===== config.mk =====
export PLATFORM = sky130hd
export DESIGN_NAME = rx_uart_frame
export DESIGN_NICKNAME = d
export VERILOG_FILES = /design/src/rtl/rx_uart_frame.sv
export SDC_FILE = /design/constraint.sdc
export NUM_CORES = 1
export LEC_CHECK = 0
export CORE_MARGIN = 10
export CORE_UTILIZATION = 45
export CTS_CLUSTER_DIAMETER = 60
export DETAILED_ROUTE_END_ITERATION = 8
export GPL_TIMING_DRIVEN = 0
export REMOVE_ABC_BUFFERS = 1
export SLEW_MARGIN = 30
export SYNTH_ARGS = -nofsm -noshare
export SYNTH_HDL_FRONTEND = slang
export SYNTH_SLANG_ARGS = --single-unit
export TNS_END_PERCENT = 50

===== constraint.sdc =====
create_clock -name CLK -period 6.25 [get_ports CLK]
set_clock_uncertainty 0.1 [all_clocks]
set_input_delay 0.625 -clock CLK [delete_from_list [all_inputs] [get_ports CLK]]
set_output_delay 0.625 -clock CLK [all_outputs]
set_load 0.005 [all_outputs]

===== src/rtl/rx_uart_frame.sv =====
// 8N1 UART receiver: synchronised input, start-edge detect, mid-bit sampling,
// byte delivery with one-cycle done / frame-error strobes.
module rx_uart_frame #(
  parameter int BPS_T     = 52,
  parameter int HALF_T    = 26,
  parameter int DATA_BITS = 8
) (
  input  logic                 CLK,
  input  logic                 RSTn,
  input  logic                 RX_Pin_In,
  input  logic                 RX_En_Sig,
  output logic [DATA_BITS-1:0] RX_Data,
  output logic                 RX_Done_Sig,
  output logic                 RX_Err_Sig,
  output logic                 RX_Busy
);

  localparam int IW = $clog2(DATA_BITS + 1);
  localparam logic [12:0]   LAST_CNT = 13'(BPS_T - 1);
  localparam logic [12:0]   HALF_CNT = 13'(HALF_T);
  localparam logic [IW-1:0] LAST_IDX = IW'(DATA_BITS - 1);

  typedef enum logic [1:0] {IDLE, START, DATA, STOP} state_t;

  state_t                 state_reg, state_next;
  logic                   meta_reg, rx_s, rx_d;
  logic [12:0]            cnt_reg;
  logic [IW-1:0]          idx_reg, idx_next;
  logic [DATA_BITS-1:0]   shift_reg, shift_next;
  logic [DATA_BITS-1:0]   data_reg, data_next;
  logic                   done_reg, done_next;
  logic                   err_reg, err_next;
  logic                   fall, sample;

  always_ff @(posedge CLK or negedge RSTn) begin
    if (!RSTn) begin
      meta_reg <= 1'b1;
      rx_s     <= 1'b1;
      rx_d     <= 1'b1;
    end else begin
      meta_reg <= RX_Pin_In;
      rx_s     <= meta_reg;
      rx_d     <= rx_s;
    end
  end

  assign fall = rx_d & ~rx_s;

  // The counter restarts with each frame and then free-runs across the start,
  // data and stop bits, so every sample stays HALF_T into its bit period.
  always_ff @(posedge CLK or negedge RSTn) begin
    if (!RSTn) begin
      cnt_reg <= '0;
    end else if (state_reg == IDLE || state_next == IDLE) begin
      cnt_reg <= '0;
    end else if (cnt_reg == LAST_CNT) begin
      cnt_reg <= '0;
    end else begin
      cnt_reg <= cnt_reg + 13'd1;
    end
  end

  assign sample = (state_reg != IDLE) && (cnt_reg == HALF_CNT);

  always_ff @(posedge CLK or negedge RSTn) begin
    if (!RSTn) begin
      state_reg <= IDLE;
      idx_reg   <= '0;
      shift_reg <= '0;
      data_reg  <= '0;
      done_reg  <= 1'b0;
      err_reg   <= 1'b0;
    end else begin
      state_reg <= state_next;
      idx_reg   <= idx_next;
      shift_reg <= shift_next;
      data_reg  <= data_next;
      done_reg  <= done_next;
      err_reg   <= err_next;
    end
  end

  always_comb begin
    state_next = state_reg;
    idx_next   = idx_reg;
    shift_next = shift_reg;
    data_next  = data_reg;
    done_next  = 1'b0;
    err_next   = 1'b0;
    case (state_reg)
      IDLE: begin
        idx_next = '0;
        if (RX_En_Sig && fall) state_next = START;
      end
      START: begin
        if (sample) begin
          idx_next   = '0;
          state_next = rx_s ? IDLE : DATA;
        end
      end
      DATA: begin
        if (sample) begin
          shift_next = {rx_s, shift_reg[DATA_BITS-1:1]};
          idx_next   = idx_reg + IW'(1);
          if (idx_reg == LAST_IDX) state_next = STOP;
        end
      end
      STOP: begin
        if (sample) begin
          if (rx_s) begin
            data_next = shift_reg;
            done_next = 1'b1;
          end else begin
            err_next = 1'b1;
          end
          state_next = IDLE;
        end
      end
      default: state_next = IDLE;
    endcase
    // Dropping the enable mid-frame abandons the frame silently.
    if (state_reg != IDLE && !RX_En_Sig) begin
      state_next = IDLE;
      data_next  = data_reg;
      done_next  = 1'b0;
      err_next   = 1'b0;
    end
  end

  assign RX_Data     = data_reg;
  assign RX_Done_Sig = done_reg;
  assign RX_Err_Sig  = err_reg;
  assign RX_Busy     = (state_reg != IDLE);

endmodule


==> results.yml <==
outcome:
  status: "completed"
setup_path:
  reg2reg_depth: 6
  worstPathRequired_ns: 5.52
  cp_max_fo: 11
  critPathBufInv: 1
  endpoint_kind: "primary output"
  cpMaxStageDelayCell: "dfrtp_1"
  critPathTopFamily: "flip-flops"
  critical_path_class: "reg2out"
  cp.depth: 2
  arrival_ns: 1.58
  cp-start-kind: "register"
  path_cells: "or2_2, clkdlybuf4s50_1"
  slowest_delay_ns: 0.49
clocking:
  clockRootBuffer: "clkbuf_8"
  cts_sinks: 40
  cts_tree: "done"
  clock_latency_ns: 0.29
  numCtsBuffers: 5
  clk_pin_slew_worst_paths_ns: 0.08
  cts_setup_buffers: 0
  cts.repair.resized: 0
  htreeDepth: 2
  cts_buffer_depth: 2
  hold_buffers: 0
final_layout:
  post-route-util_pct: 57.3
  area_growth_syn_to_layout_pct: 19.9
  design_area_sq_um: 2160
  largest_reg_flops: 13
  antenna_cells: 0
  n_fill_cell: 315
  finish.net_count: 174
  layout-drive-gt1-share_pct: 20.8
route:
  firstDrtPassIters: 4
  drt-initial-drc-count: 47
  viasPerCell: 5.26
  drc: 0
  wl_mm: 3.13
  routedWlPerCell_um: 14.5
  ant_nets: 0
  vias: 1136
global_routing:
  overflow: 0
  grt_max_degree: 23
  grtUsageTotal_pct: 9.56
  antenna_found_initial: 0
  grt_pass1_vias: 1137
  grt_pass1_wl_mm: 5.53
yosys:
  ys.flop_type: "dfrtp_1"
  yosys.area.top_type_share_pct: 51.4
  ys_top_cells_by_count: "37 x dfrtp_1, 19 x nor2_1, 15 x mux2_2, 10 x xnor2_1"
  yosysSeqAreaShare_pct: 55.8
  post-synth-top-count-cell: "dfrtp_1"
  synth_fa_ha_area_share_pct: 2.64
  yosys.area.top_type: "dfrtp_1"
  synth_compound_area_share_pct: 3.96
  ys_ff_latch: 40
  synth_cells: 149
  yosysWarnings: 0
  synthMuxAreaShare_pct: 11.0
  synthSimpleGateAreaFrac_pct: 19.1
  synth_area_leaders: "dfrtp_1 51%, mux2_2 9.4%, xnor2_1 4.9%, dfstp_2 4.4%, nor2_1 4.0%"
  ys_types: 35
  avgSynthCellArea_sq_um: 12.1
  synth_edf_count: 0
  synth_top_family_by_area: "simple AND/OR/NAND/NOR gates"
  syn_area_sq_um: 1800
  synth_xor_area_share_pct: 5.35
  synth-async-reset-ratio_pct: 100
hold_path:
  hp-class: "in2async"
sta:
  relSlewSlack_pct: 40.9
  rsz0062_at_grt: "false"
  setup_viol: 0
  timing_worst_slew_pin_value_ns: 0.884
  setup_tns_ns: 0
  whs_ns: 0.169
  timing.fmax_mhz: 434
  hold_viol: 0
  period_share_pct: 36.9
  slew_viol_final: 0
  period_needed_ns: 2.30
die:
  io_pins: 15
  dieWidth_um: 83.3
  core_sq_um: 3770
  die_h_um: 83.3
  dieArea_sq_um: 6930
  start_util_pct: 47.7
  rows: 22
flow_run:
  drv_cap: 0
pwr:
  max-vdd-ir-drop_uv: 173
  p_leak_nw: 0.948
  powerDensity_nw_per_um2: 262
placed_design:
  place_hpwl_mm: 2.32
  io_buffers: 14
  placed_area_sq_um: 2000
  gp_congestion: 0.777
[path summary, 6_finish.rpt]
path	start	end	slack, ns
max reg2reg	cnt_reg[0]	cnt_reg[9]	4.09
min in group CLK	meta_reg	rx_s	0.26
min	RSTn	cnt_reg[8]	0.17
max	state_reg[1]	RX_Busy	3.95
max in group asynchronous	RSTn	rx_s	5.33
min reg2reg	meta_reg	rx_s	0.26
[layout by cell type (no fill, tap or decap), types with 2 or more instances in the layout]
cell type	count
o21ai_0	3
dfstp_2	3
a21oi_1	2
nand4_1	3
nand3_1	8
ha_1	3
mux2_2	15
nand2b_1	2
inv_1	4
clkbuf_8	5
nor4_4	2
nor3_1	5
mux2_4	2
and4b_1	2
clkdlybuf4s50_1	13
dfrtp_1	37
bufinv_16	3
nand2_1	8
xnor2_1	10
nor2_1	19
nand4b_1	2
[final cells by class]
class	count	area (sq um)	area share (%)
Tap cell	48	60.1	2.78
Multi-Input combinational cell	101	758	35.1
Sequential cell	40	1000	46.5
Clock buffer	5	68.8	3.19
Timing Repair Buffer	15	163	7.53
Clock inverter	3	90.1	4.17
Inverter	4	15.0	0.695
[per-layer routing]
| layer | track usage, % | part of all wire (%) | up-vias |
|---|---|---|---|
| met3 | 3.13 | 5.5 | 7 |
| li1 | - | - | 558 |
| met1 | 12.5 | 47 | 548 |
| met4 | 5.85 | 2.5 | 0 |
| met2 | 13.2 | 45 | 23 |
| met5 | 0 | 0 | - |
[per-stage QoR]
step           setup WS [ns]  cells  total power [W]
2_1_floorplan           4.29    145         0.000272
3_3_place_gp            3.52    207         0.000281
3_5_place_dp            3.89    208         0.000283
4_1_cts                 3.93    216         0.000575
5_1_grt                 3.84    216         0.000586
6_report                3.95    216         0.000567
[logic make-up (layout without fill, tap and decap cells)]
family | after synthesis | after routing
compound gates | 11 | 11
xor+xnor | 11 | 11
fa+ha+maj | 4 | 4
buf+inv | 8 | 27
flops | 40 | 40
mux | 17 | 17
simple gates | 58 | 58
[worst reg2reg max path, delay by kind of cell (launching register included)]
kind,cells,cell delay (ns)
AOI/OAI and AO/OA,2,0.80
DFF,1,0.42
buffers and inverters,1,0.07
adders and majority gates,1,0.13
and+or+nand+nor,2,0.49
[report_power, final]
| part | internal, W | switching (W) | leakage [nW] |
|---|---|---|---|
| clock network | 0.000200 | 0.0000894 | 0.0784 |
| logic | 0.00000576 | 0.00000859 | 0.322 |
| registers | 0.000261 | 0.00000209 | 0.548 |
(Power assumes the default switching activity.)
